### config.mk
export PLATFORM = sky130hd
export DESIGN_NAME = hazard_unit_flat
export DESIGN_NICKNAME = d
export VERILOG_FILES = /design/src/rtl/hazard_pkg.sv /design/src/rtl/hazard_if.sv /design/src/rtl/hazard_memwait.sv /design/src/rtl/hazard_unit.sv /design/src/flat_wrapper.sv
export SDC_FILE = /design/constraint.sdc
export NUM_CORES = 1
export LEC_CHECK = 0
export ABC_AREA = 1
export CAP_MARGIN = 25
export CELL_PAD_IN_SITES_DETAIL_PLACEMENT = 1
export CELL_PAD_IN_SITES_GLOBAL_PLACEMENT = 1
export CORE_ASPECT_RATIO = 0.75
export CORE_MARGIN = 8
export CORE_UTILIZATION = 28
export CTS_CLUSTER_DIAMETER = 150
export DETAILED_ROUTE_END_ITERATION = 6
export GPL_ROUTABILITY_DRIVEN = 0
export GPL_TIMING_DRIVEN = 1
export PLACE_DENSITY = 0.83
export SYNTH_ARGS = -nofsm -noshare
export SYNTH_HDL_FRONTEND = slang
export SYNTH_SLANG_ARGS = --single-unit
### constraint.sdc
create_clock -name clk -period 1.9 [get_ports clk]
set_input_delay 0.19 -clock clk [delete_from_list [all_inputs] [get_ports clk]]
set_output_delay 0.19 -clock clk [all_outputs]
set_load 0.02 [all_outputs]
### src/rtl/hazard_pkg.sv
// Shared definitions for the pipeline hazard unit: forward selects,
// memory-wait state encoding, wait-counter width and a register-match helper.
package hazard_pkg;

   localparam int CNT_W = 8;

   localparam logic [1:0] FWD_RF = 2'b00;
   localparam logic [1:0] FWD_W  = 2'b01;
   localparam logic [1:0] FWD_M  = 2'b10;

   typedef enum logic [1:0] {
      IDLE = 2'b00,
      WAIT = 2'b01,
      ERR  = 2'b10
   } memwait_state_t;

   // Register 0 is hard-wired, so a write to it never creates a dependency.
   function automatic logic reg_match(input logic [4:0] dst, input logic [4:0] src);
      return (dst != 5'd0) && (dst == src);
   endfunction

endpackage

### src/rtl/hazard_if.sv
// Pipeline <-> hazard unit bundle. The master side (controller/datapath)
// drives register addresses and staged control bits; the slave side
// (hazard_unit) returns stall, flush and forwarding selects.
interface hazard_if;

   logic [4:0] rsD, rtD, rsE, rtE;
   logic [4:0] writeregE, writeregM, writeregW;
   logic       regwriteE, regwriteM, regwriteW;
   logic       memtoregE, memtoregM;
   logic       branchD, jumpD, pcsrcD;
   logic       memenM, mem_ready;

   logic       stallF, stallD, stallE, stallM;
   logic       flushD, flushE, flushW;
   logic       forwardAD, forwardBD;
   logic [1:0] forwardAE, forwardBE;
   logic       mem_err;

   modport master (
      output rsD, rtD, rsE, rtE, writeregE, writeregM, writeregW,
             regwriteE, regwriteM, regwriteW, memtoregE, memtoregM,
             branchD, jumpD, pcsrcD, memenM, mem_ready,
      input  stallF, stallD, stallE, stallM, flushD, flushE, flushW,
             forwardAD, forwardBD, forwardAE, forwardBE, mem_err
   );

   modport slave (
      input  rsD, rtD, rsE, rtE, writeregE, writeregM, writeregW,
             regwriteE, regwriteM, regwriteW, memtoregE, memtoregM,
             branchD, jumpD, pcsrcD, memenM, mem_ready,
      output stallF, stallD, stallE, stallM, flushD, flushE, flushW,
             forwardAD, forwardBD, forwardAE, forwardBE, mem_err
   );

endinterface

### src/rtl/hazard_memwait.sv
// Memory-wait FSM: freezes the pipeline while data memory is not ready and
// moves to an absorbing error state after MEM_TIMEOUT consecutive stall cycles.
module hazard_memwait
   import hazard_pkg::*;
#(
   parameter int MEM_TIMEOUT = 16
) (
   input  logic clk,
   input  logic rst,
   input  logic memenM,
   input  logic mem_ready,
   output logic memstall,
   output logic mem_err
);

   localparam logic [CNT_W-1:0] LAST_CNT = CNT_W'(MEM_TIMEOUT - 1);

   memwait_state_t   state, state_nxt;
   logic [CNT_W-1:0] cnt, cnt_nxt;

   // State and wait-counter registers.
   always_ff @(posedge clk) begin
      // NOTE: non-blocking assignments keep every register sampling pre-edge values.
      if (rst) begin
         state <= IDLE;
         cnt   <= '0;
      end else begin
         state <= state_nxt;
         cnt   <= cnt_nxt;
      end
   end

   // Next-state, counter update and stall request.
   always_comb begin
      // NOTE: defaults first so no path leaves a signal unassigned (no latches).
      state_nxt = state;
      cnt_nxt   = cnt;
      memstall  = 1'b0;
      unique case (state)
         IDLE: begin
            memstall = memenM && !mem_ready;
            if (memenM && !mem_ready) begin
               state_nxt = WAIT;
               cnt_nxt   = CNT_W'(1);
            end
         end
         WAIT: begin
            memstall = !mem_ready;
            if (mem_ready) begin
               state_nxt = IDLE;
               cnt_nxt   = '0;
            end else if (cnt == LAST_CNT) begin
               state_nxt = ERR;
            end else begin
               cnt_nxt = cnt + CNT_W'(1);
            end
         end
         ERR: memstall = 1'b0;
         default: begin
            state_nxt = IDLE;
            cnt_nxt   = '0;
         end
      endcase
   end

   assign mem_err = (state == ERR);

endmodule

### src/rtl/hazard_unit.sv
// Hazard unit for the 5-stage MIPS pipeline: forwarding selects, load-use
// and branch stalls, control flushes, and the memory-wait freeze.
// Optional feature macro: HAZARD_PERF_CNT_EN adds stall/flush cycle counters.
module hazard_unit
   import hazard_pkg::*;
#(
   parameter int MEM_TIMEOUT = 16
) (
   input  logic     clk,
   input  logic     rst,
   hazard_if.slave  hz
`ifdef HAZARD_PERF_CNT_EN
   ,
   output logic [31:0] stall_cycles,
   output logic [31:0] flush_cycles
`endif
);

   logic memstall;
   logic lwstall, branchstall, stall_fd, flush_e;

   hazard_memwait #(.MEM_TIMEOUT(MEM_TIMEOUT)) u_memwait (
      .clk       (clk),
      .rst       (rst),
      .memenM    (hz.memenM),
      .mem_ready (hz.mem_ready),
      .memstall  (memstall),
      .mem_err   (hz.mem_err)
   );

   // Forwarding selects; M has priority over W because it is the younger result.
   always_comb begin
      hz.forwardAE = FWD_RF;
      hz.forwardBE = FWD_RF;
      if (hz.regwriteM && reg_match(hz.writeregM, hz.rsE))      hz.forwardAE = FWD_M;
      else if (hz.regwriteW && reg_match(hz.writeregW, hz.rsE)) hz.forwardAE = FWD_W;
      if (hz.regwriteM && reg_match(hz.writeregM, hz.rtE))      hz.forwardBE = FWD_M;
      else if (hz.regwriteW && reg_match(hz.writeregW, hz.rtE)) hz.forwardBE = FWD_W;
      hz.forwardAD = hz.regwriteM && reg_match(hz.writeregM, hz.rsD);
      hz.forwardBD = hz.regwriteM && reg_match(hz.writeregM, hz.rtD);
   end

   // Stall and flush generation; a memory freeze must not flush E or its instruction is lost.
   always_comb begin
      lwstall     = hz.memtoregE && hz.regwriteE &&
                    (reg_match(hz.writeregE, hz.rsD) || reg_match(hz.writeregE, hz.rtD));
      branchstall = hz.branchD &&
                    ((hz.regwriteE && (reg_match(hz.writeregE, hz.rsD) ||
                                       reg_match(hz.writeregE, hz.rtD))) ||
                     (hz.memtoregM && (reg_match(hz.writeregM, hz.rsD) ||
                                       reg_match(hz.writeregM, hz.rtD))));
      stall_fd    = lwstall || branchstall || memstall;
      flush_e     = (lwstall || branchstall) && !memstall;
      hz.stallF   = stall_fd;
      hz.stallD   = stall_fd;
      hz.stallE   = memstall;
      hz.stallM   = memstall;
      hz.flushW   = memstall;
      hz.flushE   = flush_e;
      hz.flushD   = (hz.jumpD || hz.pcsrcD) && !stall_fd;
   end

`ifdef HAZARD_PERF_CNT_EN
   // Saturating counters of stalled-fetch and E-flush cycles.
   always_ff @(posedge clk) begin
      if (rst) begin
         stall_cycles <= '0;
         flush_cycles <= '0;
      end else begin
         if (stall_fd && (stall_cycles != '1)) stall_cycles <= stall_cycles + 32'd1;
         if (flush_e  && (flush_cycles != '1)) flush_cycles <= flush_cycles + 32'd1;
      end
   end
`endif

endmodule
### src/flat_wrapper.sv
// flat-port wrapper written by rule: the top's interface ports become plain ports
module hazard_unit_flat import hazard_pkg::*;
#(
   parameter int MEM_TIMEOUT = 16
)
  (clk, rst, hz_rsD, hz_rtD, hz_rsE, hz_rtE, hz_writeregE, hz_writeregM, hz_writeregW, hz_regwriteE, hz_regwriteM, hz_regwriteW, hz_memtoregE, hz_memtoregM, hz_branchD, hz_jumpD, hz_pcsrcD, hz_memenM, hz_mem_ready, hz_stallF, hz_stallD, hz_stallE, hz_stallM, hz_flushD, hz_flushE, hz_flushW, hz_forwardAD, hz_forwardBD, hz_forwardAE, hz_forwardBE, hz_mem_err);
  hazard_if hz_i ();
  input  logic clk;
  input  logic rst;
  input wire logic [$bits(hz_i.rsD)-1:0] hz_rsD;
  input wire logic [$bits(hz_i.rtD)-1:0] hz_rtD;
  input wire logic [$bits(hz_i.rsE)-1:0] hz_rsE;
  input wire logic [$bits(hz_i.rtE)-1:0] hz_rtE;
  input wire logic [$bits(hz_i.writeregE)-1:0] hz_writeregE;
  input wire logic [$bits(hz_i.writeregM)-1:0] hz_writeregM;
  input wire logic [$bits(hz_i.writeregW)-1:0] hz_writeregW;
  input wire logic [$bits(hz_i.regwriteE)-1:0] hz_regwriteE;
  input wire logic [$bits(hz_i.regwriteM)-1:0] hz_regwriteM;
  input wire logic [$bits(hz_i.regwriteW)-1:0] hz_regwriteW;
  input wire logic [$bits(hz_i.memtoregE)-1:0] hz_memtoregE;
  input wire logic [$bits(hz_i.memtoregM)-1:0] hz_memtoregM;
  input wire logic [$bits(hz_i.branchD)-1:0] hz_branchD;
  input wire logic [$bits(hz_i.jumpD)-1:0] hz_jumpD;
  input wire logic [$bits(hz_i.pcsrcD)-1:0] hz_pcsrcD;
  input wire logic [$bits(hz_i.memenM)-1:0] hz_memenM;
  input wire logic [$bits(hz_i.mem_ready)-1:0] hz_mem_ready;
  output wire logic [$bits(hz_i.stallF)-1:0] hz_stallF;
  output wire logic [$bits(hz_i.stallD)-1:0] hz_stallD;
  output wire logic [$bits(hz_i.stallE)-1:0] hz_stallE;
  output wire logic [$bits(hz_i.stallM)-1:0] hz_stallM;
  output wire logic [$bits(hz_i.flushD)-1:0] hz_flushD;
  output wire logic [$bits(hz_i.flushE)-1:0] hz_flushE;
  output wire logic [$bits(hz_i.flushW)-1:0] hz_flushW;
  output wire logic [$bits(hz_i.forwardAD)-1:0] hz_forwardAD;
  output wire logic [$bits(hz_i.forwardBD)-1:0] hz_forwardBD;
  output wire logic [$bits(hz_i.forwardAE)-1:0] hz_forwardAE;
  output wire logic [$bits(hz_i.forwardBE)-1:0] hz_forwardBE;
  output wire logic [$bits(hz_i.mem_err)-1:0] hz_mem_err;
  assign hz_i.rsD = hz_rsD;
  assign hz_i.rtD = hz_rtD;
  assign hz_i.rsE = hz_rsE;
  assign hz_i.rtE = hz_rtE;
  assign hz_i.writeregE = hz_writeregE;
  assign hz_i.writeregM = hz_writeregM;
  assign hz_i.writeregW = hz_writeregW;
  assign hz_i.regwriteE = hz_regwriteE;
  assign hz_i.regwriteM = hz_regwriteM;
  assign hz_i.regwriteW = hz_regwriteW;
  assign hz_i.memtoregE = hz_memtoregE;
  assign hz_i.memtoregM = hz_memtoregM;
  assign hz_i.branchD = hz_branchD;
  assign hz_i.jumpD = hz_jumpD;
  assign hz_i.pcsrcD = hz_pcsrcD;
  assign hz_i.memenM = hz_memenM;
  assign hz_i.mem_ready = hz_mem_ready;
  assign hz_stallF = hz_i.stallF;
  assign hz_stallD = hz_i.stallD;
  assign hz_stallE = hz_i.stallE;
  assign hz_stallM = hz_i.stallM;
  assign hz_flushD = hz_i.flushD;
  assign hz_flushE = hz_i.flushE;
  assign hz_flushW = hz_i.flushW;
  assign hz_forwardAD = hz_i.forwardAD;
  assign hz_forwardBD = hz_i.forwardBD;
  assign hz_forwardAE = hz_i.forwardAE;
  assign hz_forwardBE = hz_i.forwardBE;
  assign hz_mem_err = hz_i.mem_err;
  hazard_unit #(.MEM_TIMEOUT(MEM_TIMEOUT)) u_core (.clk(clk), .rst(rst), .hz(hz_i));
endmodule
# Yosys cells after proc, flatten, opt, wreduce, memory -nomap -nowiden
# Index checks and enable logic that the tools add are counted.
# totals
out_inout_bits,14
in_bits,47
wordCells,68
regBits,10
# classes
mux,13
bitwise_logic,1
n_eq_ne,14
addsub,1
reduce_logical,37
# op_table
cell,n
equality test 5 bit,8
2-to-1 mux 8 bit,3
case mux 8 bit (3 select lines),1
logical AND 1 bit,22
nonzero test 5 bit,3
2-to-1 mux 2 bit,5
"adder 8 x 1 -> 8 bit, second input constant",1
"equality test 8 x 4 -> 1 bit, second input constant",1
logical OR 1 bit,6
"!= test 3 bit, second input constant",2
case mux 2 bit (3 select lines),1
AND reduction 3 bit,2
logical NOT 1 bit,3
"equality test 2 x 1 -> 1 bit, second input constant",1
"equality test 2 bit, second input constant",1
logical NOT 2 bit,1
2-to-1 mux 1 bit,2
"!= test 2 bit, second input constant",1
case mux 1 bit (2 select lines),1
inverter 1 bit,1

# Longest topological paths before layout
# logic_depth
word_depth,10
depth_mapped,11

# Hierarchy
# From an unflattened synthesis, not the netlist that was laid out.
# hier_totals
cells_unflattened,262
hier_area_um2,1440.1
# modules_own_cells
mod,area_each_um2,seq_area_each_um2,instances,cells_per_inst
hazard_unit,779.5,0.0,1,158
hazard_memwait,660.6,200.2,1,104

# Worst setup path before layout
# Ideal clock, no wire load.
# synth_timing
path_kind,register -> output
start,register u_core.u_memwait.state[1]
end,output hz_flushD
setup_slack_ns,0.417
t_required_ns,1.710
path_stages_with_launch,7
t_arrival_ns,1.293
cell_sequence,dfxtp_1 > nor2_2 > nand2_1 > nand2_1 > inv_1 > nand3_2 > nor2_2
# synth_via
elab_chain_cells,5
# synth_lines
element,line,rtl
"start, declared",hazard_memwait.sv:18,"memwait_state_t state, state_nxt;"
"start signal, assigned",hazard_memwait.sv:28,state <= state_nxt;
equality test 2 x 1 -> 1 bit / logical NOT 2 bit (equally long branches),hazard_memwait.sv:39,unique case (state)
case mux 1 bit (2 select lines) (*),hazard_memwait.sv:39,
named net hz_flushW,flat_wrapper.sv:33,output wire logic [$bits(hz_i.flushW)-1:0] hz_flushW;
logical OR 1 bit (*),hazard_unit.sv:52,stall_fd = lwstall || branchstall || memstall;
named net hz_stallD,flat_wrapper.sv:28,output wire logic [$bits(hz_i.stallD)-1:0] hz_stallD;
logical NOT 1 bit (*),hazard_unit.sv:60,hz.flushD = (hz.jumpD || hz.pcsrcD) && !stall_fd;
logical AND 1 bit (*),hazard_unit.sv:60,
"end, declared",flat_wrapper.sv:31,output wire logic [$bits(hz_i.flushD)-1:0] hz_flushD;
# Mark *: on every way through the listed nets, which the timed path passes. The rest lies on a longest branch.

# Worst setup path in the final report
# layout_timing
start,input hz_rtE[1]
end,output hz_forwardBE[1]
# layout_via
elab_chain_cells,4
# layout_lines
element,line,rtl
"start, declared",flat_wrapper.sv:13,input wire logic [$bits(hz_i.rtE)-1:0] hz_rtE;
equality test 5 bit,hazard_pkg.sv:19,return (dst != 5'd0) && (dst == src);
logical AND 1 bit,hazard_pkg.sv:19,
logical AND 1 bit,hazard_unit.sv:37,"if (hz.regwriteM && reg_match(hz.writeregM, hz.rtE)) hz.forwardBE = FWD_M;"
2-to-1 mux 2 bit,hazard_unit.sv:37,
"end, declared",flat_wrapper.sv:37,output wire logic [$bits(hz_i.forwardBE)-1:0] hz_forwardBE;
# Every way passes these cells.

==> results.txt <==
Die extent in x: 95.32 µm. By startpoint and endpoint, the worst setup path is classified as in2out. The routed length per placed instance was 15.17 µm.

The end of the worst hold path was u_core.u_memwait.cnt[7]. The run gives 2 as the clock tree buffer depth. The die covers 0.007196 mm². The tools report the maximum number of pins on one net before global-route repair as 10.

The tools report the library cell used as clock root buffer as sky130_fd_sc_hd__clkbuf_8. The tools report the combined area of all synthesized cells as 0.001321 mm². Initial standard-cell utilization of the core: 0.2941. The clock drives 10 sinks. Summed over all nets, the switching power comes to 305.4 µW. The largest fanout on the critical path works out to 3. The tools report the number of optimization iterations in the first detailed-route pass as 4. After synthesis, the netlist uses 32 different library cells. The combinational group share of total power is 0.483, and the DRC violation count after routing is 0. Each instance of the synthesized netlist takes up on average 5.505 µm². The run gives 0 as the number of max-cap violations. Class of the most critical hold timing path: reg2reg. The clock network fraction of total power came out at 0.256. The dominant cell type by area after synthesis is sky130_fd_sc_hd__nand2_1. Dividing total power by cell area gives a power density of 393.3 mW/mm². The die span in y is 75.49 µm.

The worst hold path was traced through 2 stages. After detailed routing, the total wire length is 5.765 mm. The data arrival time of the worst path came out at 1.65 ns.

The number of buffer cells added on primary ports is 60, and the source-to-sink clock delay at the later pin of the worst-skew pair is 0.24 ns. The worst reg-to-reg path cell count came out at 7. The tools report the total track usage as 0.1658. The worst setup path is launched from a primary input.

The initial antenna violation count was 0; the clock skew after layout was 0.004238 ns. The worst-case IR drop observed on VDD is 0.2743 mV. In the layout the commonest cells are sky130_fd_sc_hd__nand2_1 (75), sky130_fd_sc_hd__clkdlybuf4s50_1 (36), sky130_fd_sc_hd__inv_1 (35), sky130_fd_sc_hd__nor2_1 (28), sky130_fd_sc_hd__buf_4 (27). The logs give 0.261 for the sequential share of power and 109 for the number of DRC violations after detailed-routing iteration 0.

For this run, the post-layout net count is 373. The flow ran to the end, and the final reports show no timing, DRC or antenna violations. Leaving out fill and tap cells, the most frequent cell in the layout is sky130_fd_sc_hd__nand2_1. The worst path needs 1.837 ns of the cycle, external delays included.

The count of H-tree levels built during CTS was 1; the area added between synthesis and finish was 65.81%. Detailed placement finished with a half-perimeter wire length of 4.868 mm. In this run the core area contains 21 standard-cell rows. For the number of failing setup endpoints in the final timing report, the log shows 0. The number of flip-flops and latches in the synthesized netlist was 10.

In this run the critical register-to-register path is launched from u_core.u_memwait.cnt[0]. During synthesis, Yosys emitted a total of 0 warnings. For the boundary pin count, the log shows 61. The remaining max-slew budget at the tightest pin came out at 0.7685. Prior to clock tree synthesis, the placed netlist has a worst setup slack of -0.4755 ns. The number of hold violations in the final report was 0; the leakage dissipation was 0.001155 µW. Data on the critical path is required at its endpoint by 1.71 ns. Global routing finished with a remaining overflow of 0. Internal power comes to 556.2 µW. The count of nets left with antenna violations once routing finished came out at 0. The slew at the pin closest to its max-slew limit works out to 0.3473 ns. For the synthesized netlist net count, the log shows 288. The fraction of power spent switching nets is 0.3544, and the post-CTS setup buffer count is 0. The worst setup path is captured at an output port. The first global-routing pass estimated 9.487 mm of wire. The launch point of the worst hold path is u_core.u_memwait.cnt[7]. For this block, the via count after detailed routing is 1838.

The ratio of cells with drive above 1 in the final layout is 0.1920. The end of the worst register-to-register path was u_core.u_memwait.cnt[6]. The setup slack of the critical path after layout was 0.06333 ns. The final worst-path cycle share works out to 0.9667. The floorplan step defined a core boundary enclosing 0.004493 mm².

After clock tree synthesis, the clock-pin slew on the worst setup and hold paths is 0.05 ns. Setup repair after global routing left no endpoint under its margin. The register-to-register path setup slack was 0.33 ns; the via count of the first global-routing pass was 1915. Hold timing on the final database bottoms out at a slack of 0.5050 ns. The synthesized instance count is 240.

The share of the synthesized area in the top cell type works out to 0.2159. Clock tree synthesis inserted a total of 3 buffers. For this run, the top clock speed supported by timing is 0.5445 GHz. The repair_antennas step left the layout with diodes totalling 0.

The run gives 0 as the max-slew violation total from the final report. After synthesis, the cell types taking the most area are sky130_fd_sc_hd__nand2_1 (22%), sky130_fd_sc_hd__dfxtp_1 (15%), sky130_fd_sc_hd__inv_1 (11%). The run gives 0.1515 as the sequential share of the synthesized area. Dividing the detail-routed via count by the number of cells gives 4.837.

TritonCTS built the clock tree.
-- per-layer routing --
metal / global-route usage / part of all wire
met1: 0.2287 / 0.50
met3: 0.03248 / 0.060
met4: 0.01552 / 0.0033
met2: 0.2681 / 0.44
met5: 0 / 0
-- worst max-delay path, cell delays in order --
cell                              delay, ns
sky130_fd_sc_hd__clkdlybuf4s50_1       0.48
sky130_fd_sc_hd__inv_1                 0.07
sky130_fd_sc_hd__nand2_1               0.05
sky130_fd_sc_hd__o21ai_0               0.08
sky130_fd_sc_hd__nor2_1                0.12
sky130_fd_sc_hd__o2111ai_1             0.15
sky130_fd_sc_hd__nor2_1                0.16
sky130_fd_sc_hd__dlygate4sd2_1         0.35
-- timing repair --
action | 4_1_cts | 5_1_grt
resized for setup | 34 | 28
endpoints found under the hold margin | 0 | 0
pin swaps | 0 | 1
setup endpoints to repair | 10 | 12
hold buffers | 0 | 0
-- area by class of cell --
cell class	instances	area [µm²]
fill	626	2302
multi-input combinational	183	944.7
timing repair buffer	86	779.5
sequential	10	200.2
inverter	41	153.9
tap	57	71.32
clock buffer	3	41.29
-- sequential cells by signal, indices dropped and copies added, names as in the netlist --
signal and cells:
u_core.u_memwait.state 2, u_core.u_memwait.cnt 8
-- per-stage QoR --
step	total power, µW	util	cell area [µm²]	setup TNS [ns]	cells
global route	919.2	0.4876	2191	0	380
finish	861.6	0.4876	2191	0	380
CTS	860.0	0.4832	2171	0	380
detailed placement	643.6	0.4754	2136	-3.943	377
global placement	632.3	0.4754	2136	-3.710	377
floorplan	416.6	-	1321	0	240
-- Yosys cell counts --
| cell | n |
|---|---|
| sky130_fd_sc_hd__a211oi_1 | 1 |
| sky130_fd_sc_hd__a21boi_1 | 1 |
| sky130_fd_sc_hd__a21oi_1 | 10 |
| sky130_fd_sc_hd__a31o_2 | 1 |
| sky130_fd_sc_hd__a31oi_1 | 1 |
| sky130_fd_sc_hd__buf_4 | 4 |
| sky130_fd_sc_hd__buf_6 | 2 |
| sky130_fd_sc_hd__clkinv_1 | 1 |
| sky130_fd_sc_hd__dfxtp_1 | 10 |
| sky130_fd_sc_hd__ha_1 | 1 |
| sky130_fd_sc_hd__inv_1 | 37 |
| sky130_fd_sc_hd__inv_2 | 3 |
| sky130_fd_sc_hd__nand2_1 | 76 |
| sky130_fd_sc_hd__nand2_2 | 4 |
| sky130_fd_sc_hd__nand2_4 | 1 |
| sky130_fd_sc_hd__nand3_1 | 8 |
| sky130_fd_sc_hd__nand3_2 | 2 |
| sky130_fd_sc_hd__nand3b_1 | 1 |
| sky130_fd_sc_hd__nand4_1 | 5 |
| sky130_fd_sc_hd__nor2_1 | 30 |
| sky130_fd_sc_hd__nor2_2 | 3 |
| sky130_fd_sc_hd__nor2_4 | 1 |
| sky130_fd_sc_hd__nor3_1 | 5 |
| sky130_fd_sc_hd__nor4_1 | 1 |
| sky130_fd_sc_hd__o2111ai_1 | 5 |
| sky130_fd_sc_hd__o21ai_0 | 7 |
| sky130_fd_sc_hd__o21ai_1 | 3 |
| sky130_fd_sc_hd__o21bai_1 | 1 |
| sky130_fd_sc_hd__o22ai_1 | 1 |
| sky130_fd_sc_hd__or2_0 | 1 |
| sky130_fd_sc_hd__xnor2_1 | 6 |
| sky130_fd_sc_hd__xor2_1 | 7 |
-- how the worst max path moves through the flow --
stage | slack, ns | endpoint | startpoint
final | 0.06 | hz_forwardBE[1] | hz_rtE[1]
after global routing | 0.008 | hz_flushD | hz_writeregE[3]
after CTS | 0.004 | hz_stallF | hz_writeregE[4]
after detailed placement | -0.48 | hz_flushE | hz_writeregM[0]
after global placement | -0.49 | hz_flushE | hz_writeregM[0]
after floorplan | 0.42 | hz_flushD | u_core.u_memwait.state[1]
-- logic make-up after synthesis --
kind of cell,share of synthesized area
AO/OA/AOI/OAI,0.1421
XOR/XNOR,0.08617
adder cells (fa/ha/maj),0.009468
buffers and inverters,0.1562
flip-flops,0.1515
AND/OR/NAND/NOR,0.4545
-- power by group through the flow --
| stage | Sequential, µW | Combinational (µW) | Clock [µW] |
|---|---|---|---|
| 6_report | 224 | 416 | 221 |
| 5_1_grt | 224 | 453 | 242 |
| 4_1_cts | 224 | 413 | 223 |
| 3_5_place_dp | 228 | 416 | 0 |
| 3_3_place_gp | 227 | 405 | 0 |
| 2_1_floorplan | 226 | 191 | 0 |
No activity file was read; power rests on OpenSTA's default activity.
